===== src/rtl/uartp_mode_initiator.sv =====
`default_nettype none
// ============================================================================
// Module   : uartp_mode_initiator
// Brief    : Host-side initiator of the UART mode-change handshake (0xFF, 0xF<mode>,
//            echo check, then local mode switch). Optional: UARTP_MODE_RETRY_EN.
// Revision : 1.0 - initial release
// ============================================================================
module uartp_mode_initiator #(
  parameter int         CLK_FREQ    = 50000000,
  parameter logic [3:0] INIT_MODE   = 4'd1,
  parameter int         TIMEOUT_CYC = 5000000,
  parameter int         MAX_RETRY   = 2
) (
  input  logic       clk,
  input  logic       rst_n,
  input  logic       i_cmd_valid,
  input  logic [3:0] i_cmd_mode,
  output logic       o_cmd_ready,
  output logic [7:0] o_tx_data,
  output logic       o_tx_valid,
  input  logic       i_tx_ready,
  input  logic [7:0] i_rx_data,
  input  logic       i_rx_valid,
  output logic [3:0] o_mode,
  output logic       o_done,
  output logic       o_err,
  output logic [1:0] o_err_code
);

  localparam int c_CNT_W = (TIMEOUT_CYC < 1) ? 1 : $clog2(TIMEOUT_CYC + 1);
  localparam logic [c_CNT_W-1:0] c_TO_MAX  = c_CNT_W'((TIMEOUT_CYC < 1) ? 0 : TIMEOUT_CYC);
  localparam logic [c_CNT_W-1:0] c_TO_LAST = c_CNT_W'((TIMEOUT_CYC < 1) ? 0 : TIMEOUT_CYC - 1);

  typedef enum logic [2:0] {
    S_IDLE    = 3'd0,
    S_SEND_FF = 3'd1,
    S_WAIT_FF = 3'd2,
    S_SEND_FN = 3'd3,
    S_WAIT_FN = 3'd4,
    S_SWITCH  = 3'd5
  } state_t;

  state_t               r_state;
  state_t               w_next;
  logic                 r_alive;
  logic [3:0]           r_new_mode;
  logic [3:0]           r_mode;
  logic                 r_done;
  logic                 r_err;
  logic [1:0]           r_err_code;
  logic [c_CNT_W-1:0]   r_cnt;

  logic                 w_accept;
  logic                 w_illegal;
  logic                 w_waiting;
  logic                 w_sending;
  logic                 w_timeout;
  logic                 w_fail;
  logic [1:0]           w_fail_code;
  logic [7:0]           w_expect;
  logic                 w_can_retry;

  if (CLK_FREQ <= 0) begin : g_clk_chk
    $error("CLK_FREQ must be positive");
  end

  // r_alive keeps cmd_ready low while reset is held and releases it one cycle later
  assign o_cmd_ready = r_alive && (r_state == S_IDLE);
  assign w_accept    = o_cmd_ready && i_cmd_valid;
  assign w_illegal   = (i_cmd_mode == 4'hF);
  assign w_waiting   = (r_state == S_WAIT_FF) || (r_state == S_WAIT_FN);
  assign w_sending   = (r_state == S_SEND_FF) || (r_state == S_SEND_FN);
  assign w_timeout   = (r_cnt >= c_TO_LAST);

  assign o_mode      = r_mode;
  assign o_done      = r_done;
  assign o_err       = r_err;
  assign o_err_code  = r_err_code;

`ifdef UARTP_MODE_RETRY_EN
  localparam int c_RTY_W = (MAX_RETRY < 1) ? 1 : $clog2(MAX_RETRY + 1);
  logic [c_RTY_W-1:0] r_retry;

  assign w_can_retry = (r_retry < c_RTY_W'((MAX_RETRY < 0) ? 0 : MAX_RETRY));

  always_ff @(posedge clk or negedge rst_n) begin
    if (!rst_n) begin
      r_retry <= '0;
    end else if (w_accept) begin
      r_retry <= '0;
    end else if (w_fail && w_can_retry) begin
      r_retry <= r_retry + 1'b1;
    end
  end
`else
  assign w_can_retry = 1'b0;

  if (MAX_RETRY < 0) begin : g_retry_chk
    $error("MAX_RETRY must not be negative");
  end
`endif

  always_ff @(posedge clk or negedge rst_n) begin
    if (!rst_n) begin
      r_state <= S_IDLE;
    end else begin
      r_state <= w_next;
    end
  end

  always_comb begin
    w_next      = r_state;
    o_tx_valid  = 1'b0;
    o_tx_data   = 8'h00;
    w_fail      = 1'b0;
    w_fail_code = 2'd0;
    w_expect    = (r_state == S_WAIT_FF) ? 8'hFF : {4'hF, r_new_mode};
    case (r_state)
      S_IDLE: begin
        if (w_accept && !w_illegal) begin
          w_next = S_SEND_FF;
        end
      end
      S_SEND_FF: begin
        o_tx_valid = 1'b1;
        o_tx_data  = 8'hFF;
        if (i_tx_ready) begin
          w_next = S_WAIT_FF;
        end
      end
      S_SEND_FN: begin
        o_tx_valid = 1'b1;
        o_tx_data  = {4'hF, r_new_mode};
        if (i_tx_ready) begin
          w_next = S_WAIT_FN;
        end
      end
      S_WAIT_FF, S_WAIT_FN: begin
        if (i_rx_valid) begin
          if (i_rx_data == w_expect) begin
            w_next = (r_state == S_WAIT_FF) ? S_SEND_FN : S_SWITCH;
          end else begin
            w_fail      = 1'b1;
            w_fail_code = 2'd3;
          end
        end else if (w_timeout) begin
          w_fail      = 1'b1;
          w_fail_code = 2'd2;
        end
        if (w_fail) begin
          w_next = w_can_retry ? S_SEND_FF : S_IDLE;
        end
      end
      S_SWITCH: begin
        w_next = S_IDLE;
      end
      default: begin
        w_next = S_IDLE;
      end
    endcase
  end

  always_ff @(posedge clk or negedge rst_n) begin
    if (!rst_n) begin
      r_alive    <= 1'b0;
      r_new_mode <= INIT_MODE;
      r_mode     <= INIT_MODE;
      r_done     <= 1'b0;
      r_err      <= 1'b0;
      r_err_code <= 2'd0;
      r_cnt      <= '0;
    end else begin
      r_alive <= 1'b1;
      r_done  <= 1'b0;
      r_err   <= 1'b0;
      // mode 0xF is refused up front: 0xFF would re-arm the responder mid-handshake
      if (w_accept) begin
        r_new_mode <= i_cmd_mode;
        r_err      <= w_illegal;
        r_err_code <= w_illegal ? 2'd1 : 2'd0;
      end
      if (w_sending) begin
        r_cnt <= '0;
      end else if (w_waiting && (r_cnt != c_TO_MAX)) begin
        r_cnt <= r_cnt + 1'b1;
      end
      if (w_fail && !w_can_retry) begin
        r_err      <= 1'b1;
        r_err_code <= w_fail_code;
      end
      if (r_state == S_SWITCH) begin
        r_mode <= r_new_mode;
        r_done <= 1'b1;
      end
    end
  end

endmodule
`default_nettype wire


===== config.mk =====
export PLATFORM = sky130hd
export DESIGN_NAME = uartp_mode_initiator
export DESIGN_NICKNAME = d
export VERILOG_FILES = /design/src/rtl/uartp_mode_initiator.sv
export SDC_FILE = /design/constraint.sdc
export NUM_CORES = 1
export LEC_CHECK = 0
export ABC_CLOCK_PERIOD_IN_PS = 2200
export BUFFER_PORTS_ARGS = -buffer_cell sky130_fd_sc_hd__buf_2
export CORE_ASPECT_RATIO = 1.4
export CORE_MARGIN = 5
export CORE_UTILIZATION = 27
export DETAILED_ROUTE_END_ITERATION = 10
export GPL_TIMING_DRIVEN = 1
export SETUP_SLACK_MARGIN = 0.5
export SLEW_MARGIN = 20
export SYNTH_ARGS = -nofsm -noshare
export SYNTH_HDL_FRONTEND = slang
export SYNTH_SLANG_ARGS = --single-unit

===== constraint.sdc =====
create_clock -name clk -period 2.2 [get_ports clk]
set_input_delay 0.22 -clock clk [delete_from_list [all_inputs] [get_ports clk]]
set_output_delay 0.22 -clock clk [all_outputs]
set_load 0.03 [all_outputs]

==> results.yml <==
timing:
  holdWs_ns: 0.0588
  drv_slew: 0
  rsz0062_at_grt: "true"
  tightest_slew_ns: 0.872
  setup_tns_ns: -0.0811
  fin_skew_ns: 0.00366
  period_needed_ns: 2.23
  hold_viol: 0
  finalSetupViolCount: 3
  min_period_over_period_pct: 101
  slew_headroom_pct: 41.8
  max_freq_ghz: 0.448
  finalWorstSetupSlack_ns: -0.0326
final_layout:
  fin_nets: 323
  syn2layout_area_growth_pct: 45.4
  regArea_um2: 980
  fin_cells: 407
  layout-drive-gt1-share_pct: 39.0
  multi_input_area_mm2: 0.00129
  diodes: 0
  fillers: 790
floorplan:
  die-area_mm2: 0.0101
  io_pins: 35
  die_width_um: 86.2
  die_h_um: 117
  rows: 39
  core_area_mm2: 0.00805
  initial_core_util_pct: 27.3
critical_path:
  arrival_ns: 2.40
  r2r_end: "o_err_code[0]"
  crit_path_top_delay_cell: "or4_4"
  cp_top_family: "simple AND/OR/NAND/NOR gates"
  crit_fanout: 5
  crit_type: "register to register"
  critPathMaxStageDelay_ns: 0.55
  reg2reg_slack_ns: -0.03
  crit_path_cell_trace: "or4_4, o221ai_4, o311ai_4, buf_4, or3b_2, a21oi_1, nor2_1"
  r2r-start: "r_cnt[15]"
  startpoint_type: "register"
  ff2ff_path_depth: 7
  cp-end-kind: "register"
  critPathRequiredTime_ns: 2.36
  cp.buffers_inverters: 1
routing:
  drtPass1Iterations: 4
  num_vias: 2000
  via_per_inst: 4.91
  initialDrtViolationCount: 56
  wl_per_cell_um: 13.9
  drt_wl_total_um: 5660
  drc: 0
  ant_nets: 0
synth:
  yosys-top-cells-count: "dfrtp_1, nor2_1, nand2_1"
  synth_ff_type: "dfrtp_1"
  ys_ff_latch: 39
  synth_most_common_cell: "dfrtp_1"
  ys_types: 52
  syn_nets: 259
  synthTopCellsByArea: "dfrtp_1, xnor2_1, nor2_1"
  seq_area_frac_synth_pct: 44.6
  synth-edff-count: 0
  async_reset_ff_share_pct: 100
  postSynthAreaPerCell_um2: 9.15
  post-synth-top-area-cell: "dfrtp_1"
  synth_cells: 240
  yosys_warnings: 0
  synth_area_mm2: 0.00220
  yosysTopAreaCellShare_pct: 42.2
cts:
  cts_buffers: 5
  cts.sinks: 39
  clk_pin_slew_worst_paths_ns: 0.06
  htreeDepth: 2
  cts_buffer_depth: 2
  cts_tree: "done"
  cts_root_buf: "clkbuf_16"
  insertion_delay_ns: 0.28
power_and_ir_drop:
  p_leak_nw: 1.40
  vdd_ir_drop_max_mv: 0.510
  p_comb_share_pct: 52.5
  power.density_mw_per_mm2: 1180
  switching_power_mw: 1.49
  pwr-share-clk_pct: 22.1
  p_int_mw: 2.29
  seq_power_share_pct: 25.4
  sw_frac_of_total_pct: 39.5
global_route:
  grt_pass1_wl_um: 9610
  grt_usage_pct: 12.0
  grt_max_degree: 40
  grt_antenna_before_repair: 0
  grt_overflow: 0
  grt_pass1_vias: 2036
outcome:
  outcome: "finished with violations"
  violations: "setup timing"
placement:
  place.gp.congestion: 0.842
  dp_cells: 384
  hpwl_um: 4030
  port_buffers: 34
min_path:
  hp-class: "primary input to async pin"
job:
  drv_cap: 0
## timing repair
action,in CTS,in global routing
setup endpoints to repair,39,42
resized for setup,48,24
hold endpoints to repair,0,0
hold buffers,0,0
setup buffers,13,2
pin swaps,8,10
## worst reg2reg max path: cells and delay by family (launching register included)
family                 cells  cell delay, ns
AO/OA/AOI/OAI              3            0.51
buffers and inverters      1            0.18
flip-flops                 1            0.37
AND/OR/NAND/NOR            3            1.05
## logic make-up (layout without fill, tap and decap cells)
| logic type | count (synthesis) | count (layout) | share of synthesized area (%) |
|---|---|---|---|
| compound gates | 48 | 48 | 15.4 |
| xor+xnor | 18 | 18 | 7.18 |
| fa+ha+maj | 2 | 2 | 1.14 |
| buf+inv | 31 | 96 | 6.21 |
| flops | 39 | 39 | 44.6 |
| mux | 5 | 5 | 2.51 |
| other cells | 1 | 1 | 0.171 |
| simple gates | 96 | 96 | 22.8 |
## power by group through the flow
stage	logic (mW)	registers, mW	clock network, mW
5_1_grt	2.13	0.974	0.880
3_5_place_dp	1.37	0.975	0
2_1_floorplan	0.917	1.05	0
4_1_cts	1.88	0.953	0.854
6_report	1.98	0.958	0.835
3_3_place_gp	1.35	0.972	0
## metal layers
metal	wire [um]	up-vias	track usage, %
li1	-	972	-
met1	2150	984	13.2
met2	3160	36	22.5
met3	252	8	2.33
met4	87	0	4.47
met5	0	-	0
## flip-flops by register name, summed over array words and instances (netlist names)
| signal | count |
|---|---|
| o_done | 1 |
| r_new_mode | 4 |
| o_err | 1 |
| r_cnt | 23 |
| r_state | 3 |
| r_alive | 1 |
| o_err_code | 2 |
| o_mode | 4 |
## per-stage QoR
stage          total power [mW]  utilization, %  setup slack, ns  instance area (um^2)
2_1_floorplan              1.96               -          -0.0564                  2230
3_3_place_gp               2.32            32.4          -0.0615                  2610
3_5_place_dp               2.34            32.4           -0.143                  2610
4_1_cts                    3.69            38.1          -0.0425                  3070
5_1_grt                    3.99            39.7          -0.0939                  3190
6_report                   3.78            39.7          -0.0326                  3190
## final cells by class
type                            count  area share, %
Multi-Input combinational cell    170           40.4
Sequential cell                    39           30.7
Inverter                           19           2.35
Tap cell                          102           4.00
Timing Repair Buffer               69           17.2
Clock inverter                      2           1.10
Clock buffer                        6           4.35
## worst max path at each step
| stage | start | to | slack [ns] | depth (start not counted) |
|---|---|---|---|---|
| after global routing | r_cnt[15] | o_err_code[0] | -0.09 | 7 |
| after CTS | r_cnt[15] | r_state[0] | -0.04 | 6 |
| after floorplan | r_cnt[15] | r_state[0] | -0.06 | 6 |
| after global placement | r_cnt[15] | r_state[0] | -0.06 | 6 |
| final | r_cnt[15] | o_err_code[0] | -0.03 | 7 |
| after detailed placement | r_cnt[15] | r_state[0] | -0.14 | 6 |
## layout by cell type (no fill, tap or decap), drive strengths merged, types with 2 or more instances in the layout
master    n
a31oi     2
or3       5
buf      69
dfrtp    37
nor4b     3
nor2b     2
or3b      2
a21oi    13
nor4      4
mux2      4
dfstp     2
a21o      2
o311ai    2
a2111oi   4
xor2      2
o211ai    3
nor3b     2
clkbuf    6
xnor2    16
o22ai     3
o21ai    12
ha        2
nand4     9
nand2    21
inv      18
nand3     8
nor3      4
nor2     25
nand2b    5
Note: power is estimated with default switching activity, not from simulation.
